`src/rtl/adder_pkg.sv`:
```
// Shared constants and FSM encoding for the slice-serial adder.
package adder_pkg;
    localparam int SLICE_W = 4;

    typedef enum logic [1:0] {
        ST_IDLE = 2'd0,
        ST_RUN  = 2'd1,
        ST_DONE = 2'd2
    } state_e;
endpackage

```
`src/rtl/ripple_carry_adder.sv`:
```
// 4-bit ripple-carry adder: {C, S} = x + y + c.
module ripple_carry_adder (
    input  logic [3:0] x,
    input  logic [3:0] y,
    input  logic       c,
    output logic [3:0] S,
    output logic       C
);
    logic [4:0] carry;

    always_comb begin
        carry    = '0;
        S        = '0;
        carry[0] = c;
        for (int i = 0; i < 4; i++) begin
            S[i]       = x[i] ^ y[i] ^ carry[i];
            carry[i+1] = (x[i] & y[i]) | (carry[i] & (x[i] ^ y[i]));
        end
        C = carry[4];
    end
endmodule

```
`src/rtl/multiword_add_sequencer.sv`:
```
// WIDTH-bit add/subtract computed one 4-bit slice per clock through one shared
// ripple_carry_adder, LSB slice first, with the carry held in a register.
module multiword_add_sequencer
    import adder_pkg::*;
#(
    parameter int WIDTH = 16
) (
    input  logic             clk,
    input  logic             rst_n,
    input  logic             in_valid,
    output logic             in_ready,
    input  logic [WIDTH-1:0] a,
    input  logic [WIDTH-1:0] b,
    input  logic             cin,
    input  logic             sub,
    output logic             out_valid,
    input  logic             out_ready,
    output logic [WIDTH-1:0] sum,
    output logic             cout,
    output logic             ovf
);
    localparam int NSLICE = WIDTH / SLICE_W;
    localparam int IDX_W  = (NSLICE > 1) ? $clog2(NSLICE) : 1;

    state_e             state_q, state_d;
    logic [IDX_W-1:0]   idx_q, idx_d;
    logic               carry_q, carry_d;
    logic [WIDTH-1:0]   a_q, a_d;
    logic [WIDTH-1:0]   b_q, b_d;
    logic [WIDTH-1:0]   sum_q, sum_d;
    logic               cout_q, cout_d;
    logic               ovf_q, ovf_d;

    logic [SLICE_W-1:0] add_x, add_y, add_s;
    logic               add_c;

    ripple_carry_adder u_rca (
        .x (add_x),
        .y (add_y),
        .c (carry_q),
        .S (add_s),
        .C (add_c)
    );

    // Constant-index slice mux keeps part-selects static for every WIDTH.
    always_comb begin
        add_x = '0;
        add_y = '0;
        for (int i = 0; i < NSLICE; i++) begin
            if (idx_q == IDX_W'(i)) begin
                add_x = a_q[i*SLICE_W +: SLICE_W];
                add_y = b_q[i*SLICE_W +: SLICE_W];
            end
        end
    end

    always_comb begin
        state_d = state_q;
        idx_d   = idx_q;
        carry_d = carry_q;
        a_d     = a_q;
        b_d     = b_q;
        sum_d   = sum_q;
        cout_d  = cout_q;
        ovf_d   = ovf_q;
        unique case (state_q)
            ST_IDLE: begin
                if (in_valid) begin
                    a_d     = a;
                    b_d     = sub ? ~b : b;
                    carry_d = sub ? 1'b1 : cin;
                    idx_d   = '0;
                    state_d = ST_RUN;
                end
            end
            ST_RUN: begin
                for (int i = 0; i < NSLICE; i++) begin
                    if (idx_q == IDX_W'(i)) sum_d[i*SLICE_W +: SLICE_W] = add_s;
                end
                carry_d = add_c;
                if (idx_q == IDX_W'(NSLICE - 1)) begin
                    idx_d   = '0;
                    cout_d  = add_c;
                    // MSB carry-in is x^y^s at the top bit of the last slice.
                    ovf_d   = add_c ^ add_x[SLICE_W-1] ^ add_y[SLICE_W-1] ^ add_s[SLICE_W-1];
                    state_d = ST_DONE;
                end else begin
                    idx_d = idx_q + 1'b1;
                end
            end
            ST_DONE: begin
                if (out_ready) state_d = ST_IDLE;
            end
            default: state_d = ST_IDLE;
        endcase
    end

    always_ff @(posedge clk) begin
        if (!rst_n) begin
            state_q <= ST_IDLE;
            idx_q   <= '0;
            carry_q <= 1'b0;
            a_q     <= '0;
            b_q     <= '0;
            sum_q   <= '0;
            cout_q  <= 1'b0;
            ovf_q   <= 1'b0;
        end else begin
            state_q <= state_d;
            idx_q   <= idx_d;
            carry_q <= carry_d;
            a_q     <= a_d;
            b_q     <= b_d;
            sum_q   <= sum_d;
            cout_q  <= cout_d;
            ovf_q   <= ovf_d;
        end
    end

    assign in_ready  = (state_q == ST_IDLE);
    assign out_valid = (state_q == ST_DONE);
    assign sum       = sum_q;
    assign cout      = cout_q;
    assign ovf       = ovf_q;
endmodule
```
`config.mk`:
```
export PLATFORM = sky130hd
export DESIGN_NAME = multiword_add_sequencer
export DESIGN_NICKNAME = d
export VERILOG_FILES = /design/src/rtl/adder_pkg.sv /design/src/rtl/ripple_carry_adder.sv /design/src/rtl/multiword_add_sequencer.sv
export SDC_FILE = /design/constraint.sdc
export NUM_CORES = 1
export LEC_CHECK = 0
export ABC_CLOCK_PERIOD_IN_PS = 4000
export BUFFER_PORTS_ARGS = -buffer_cell sky130_fd_sc_hd__buf_4
export CAP_MARGIN = 25
export CORE_UTILIZATION = 56
export CTS_BUF_LIST = sky130_fd_sc_hd__clkbuf_4 sky130_fd_sc_hd__clkbuf_8
export DETAILED_ROUTE_END_ITERATION = 10
export HOLD_SLACK_MARGIN = 0.12
export PLACE_DENSITY = 0.81
export SLEW_MARGIN = 15
export SYNTH_ARGS = -nofsm -noshare
export SYNTH_HDL_FRONTEND = slang
export SYNTH_SLANG_ARGS = --single-unit
```
`constraint.sdc`:
```
create_clock -name clk -period 4 [get_ports clk]
set_clock_uncertainty 0.2 [all_clocks]
set_input_delay 0.4 -clock clk [delete_from_list [all_inputs] [get_ports clk]]
set_output_delay 0.4 -clock clk [all_outputs]
set_load 0.05 [all_outputs]
```
==> metrics.txt <==
status=finished, final reports clean; initial cell density of the core=58.2%; hold-fix buffer count after cts=0; io pins=58; Mean Syn Cell Area=slightly above 9 µm²; Yosys warnings=0; Tmin final=around 3.7 ns; Net Switching=0.336 mW; top-count cell post-synth=nand2_1; setup violators final=0; EDFF count, synth=0; Pleak=1.60 nW; cell area after layout=approximately 0.0033 mm²; layout cells sized above 1=24.1%; DRC viols=0; Overflow after GRT=0; first-pass GRT wire length=9530 µm; setup TNS=0 ns; Pwr Total=1.23 mW; layout filler cell count=410; port buffer count=57; drt pass-1 iters=4; class of the worst hold path=in2reg; R2R Setup Slk=0.28 ns; fmax=268 MHz; die width=between 70 and 80 µm; Cells after Synth=304; power share of the sequential group=49.2%; Yosys cell types=30; CP startpoint kind=register; endpoint class of the critical path=register; CTS buffer count=5; Main synth FF type=dfxtp_1; Yosys reg bits=55; maxcap violations=0; Tightest Pin Transition=0.617 ns; Die Y=72.3 µm; combinational power share=19.8%; TritonCTS Sinks=55; Synth top area share=39.8%; register area share after synthesis=39.8%; peak supply drop=0.346 mV; DR vias=2178; initial DRC count=between 100 and 150; Via density=5.29; RSZ-0062 raised after global routing=no; syn_nets=351; Commonest cells post-synth=nand2_1 (77), dfxtp_1 (55), o211a_1 (28); CTS tree=done; total routed wirelength=5570 µm; internal power=0.892 mW; Post-synth ARST share=0%; # nets final=391; Area growth, synth to finish=17.4%; area leader, netlist=dfxtp_1; Final Hold Violating Endpoints=0; routed length per instance=13.5 µm; Longest Clk Path Bufs=2; die outline area=0.00523 mm²; Worst-Skew Late Latency=0.32 ns; Clock Tree Root=clkbuf_8; row cnt=25; core area=about 0.0048 mm²; maximum fanout along the worst path=17; Post-Syn Area=0.00277 mm²; Worst Path Class, Setup=reg2reg; Critical Path RT=4.05 ns; ANT cells=0; Slew Limit Fails=0; worst relative slew slack=58.9%; placed inst area=roughly 0.0031 mm²; HPWL Detailed=3990 µm; postcts setup bufs=0; Sw Ratio=27.4%; initial antenna violation count=0; Placer Congestion=0.856; synth top area cells=dfxtp_1 (40%), nand2_1 (10%), o211a_1 (10%), a21boi_2 (6.1%), xnor2_1 (5.4%); DRT antenna net count=0; Clock power frac=31.0%; Arrival @ worst endpoint=3.77 ns; H-tree levels=2; Reg clk slew, reported paths=about 0.090 ns; pin count of the biggest net entering global routing=56; pwr dens=378 mW/mm²; All-Layer GR Usage=23.5%; vias in the first global route=2112; Final period util=93.1%; post_cts resized=0
## metrics by stage
stage	cells	setup slack, ns	utilization, %	hold WS, ns
2_1_floorplan	304	0.470	-	0.244
3_3_place_gp	404	0.449	65.9	0.256
3_5_place_dp	404	0.322	65.9	0.257
4_1_cts	412	0.291	68.4	0.127
5_1_grt	412	0.000992	68.4	0.135
6_report	412	0.275	68.4	0.128
## cell type report
cell class | instances | area (µm²) | area share, %
multi-input cells | 211 | 1460 | 44.9
flip-flops and latches | 55 | 1100 | 33.9
repair buffers | 59 | 443 | 13.6
well taps | 67 | 83.8 | 2.58
clock buffers | 6 | 82.6 | 2.54
inverters | 12 | 45.0 | 1.39
clock inverters | 2 | 35.0 | 1.08
## critical path, stage by stage, from the launching register on
cell,delay [ns]
dfxtp_1,0.36
inv_1,0.09
ha_1,0.53
a21oi_1,0.06
o21ai_0,0.10
a22oi_1,0.11
fa_1,0.43
fa_1,0.39
fa_1,0.41
fa_1,0.62
xnor2_1,0.14
mux2i_1,0.09
nor2b_1,0.13
## state kept, by name (all words and copies together) (netlist names)
name     count
a_q         16
sum         16
carry_q      1
cout         1
b_q         16
state_q      2
ovf          1
idx_q        2
## routing by layer
metal | vias to the layer above | GRT usage, % | part of all wire, %
met5 | - | 0 | 0
met4 | 0 | 8.93 | 2.4
met3 | 12 | 4.58 | 2.9
met2 | 48 | 39.8 | 48
met1 | 1021 | 29.8 | 47
li1 | 1097 | - | -
## worst paths after layout
path	start	to	cells after the start
setup / recovery	idx_q[0]$_SDFFE_PN0P_	ovf$_SDFFE_PN0P_	12
hold / removal	a[2]	a_q[2]$_SDFFE_PN0P_	3
hold reg to reg	a_q[11]$_SDFFE_PN0P_	a_q[11]$_SDFFE_PN0P_	2
setup reg to reg	idx_q[0]$_SDFFE_PN0P_	ovf$_SDFFE_PN0P_	12
## cells in the final DEF (no fill, tap or decap)
cell type | netlist | final
a21boi_0 | 1 | 1
a21boi_2 | 15 | 15
a21oi_1 | 17 | 17
a22o_1 | 2 | 2
a22oi_1 | 8 | 8
a2bb2oi_1 | 1 | 1
and3_1 | 4 | 4
and3b_1 | 4 | 4
buf_4 | 1 | 59
bufinv_16 | 0 | 1
clkbuf_8 | 0 | 6
clkinv_2 | 0 | 1
dfxtp_1 | 55 | 55
fa_1 | 5 | 5
ha_1 | 4 | 4
inv_1 | 12 | 12
mux2i_1 | 2 | 2
nand2_1 | 77 | 77
nand2b_1 | 3 | 3
nor2_1 | 3 | 3
nor2b_1 | 7 | 7
nor3b_4 | 1 | 1
o211a_1 | 28 | 28
o21a_1 | 1 | 1
o21ai_0 | 8 | 8
o21bai_1 | 1 | 1
o32ai_1 | 1 | 1
or3b_1 | 1 | 1
xnor2_1 | 17 | 17
## power by group through the flow
stage	combinational [mW]	sequential [mW]	clock, mW
after global routing	0.269	0.609	0.400
final	0.243	0.604	0.381
after CTS	0.246	0.604	0.384
after floorplan	0.163	0.629	0
after global placement	0.237	0.616	0
after detailed placement	0.245	0.617	0
## logic make-up after synthesis
group	synth area share [%]
compound gates	25.0
fa+ha+maj	5.42
buf+inv	7.46
simple gates	16.3
xor+xnor	5.38
flops	39.8
mux	0.723
No activity file was read; power rests on OpenSTA's default activity.
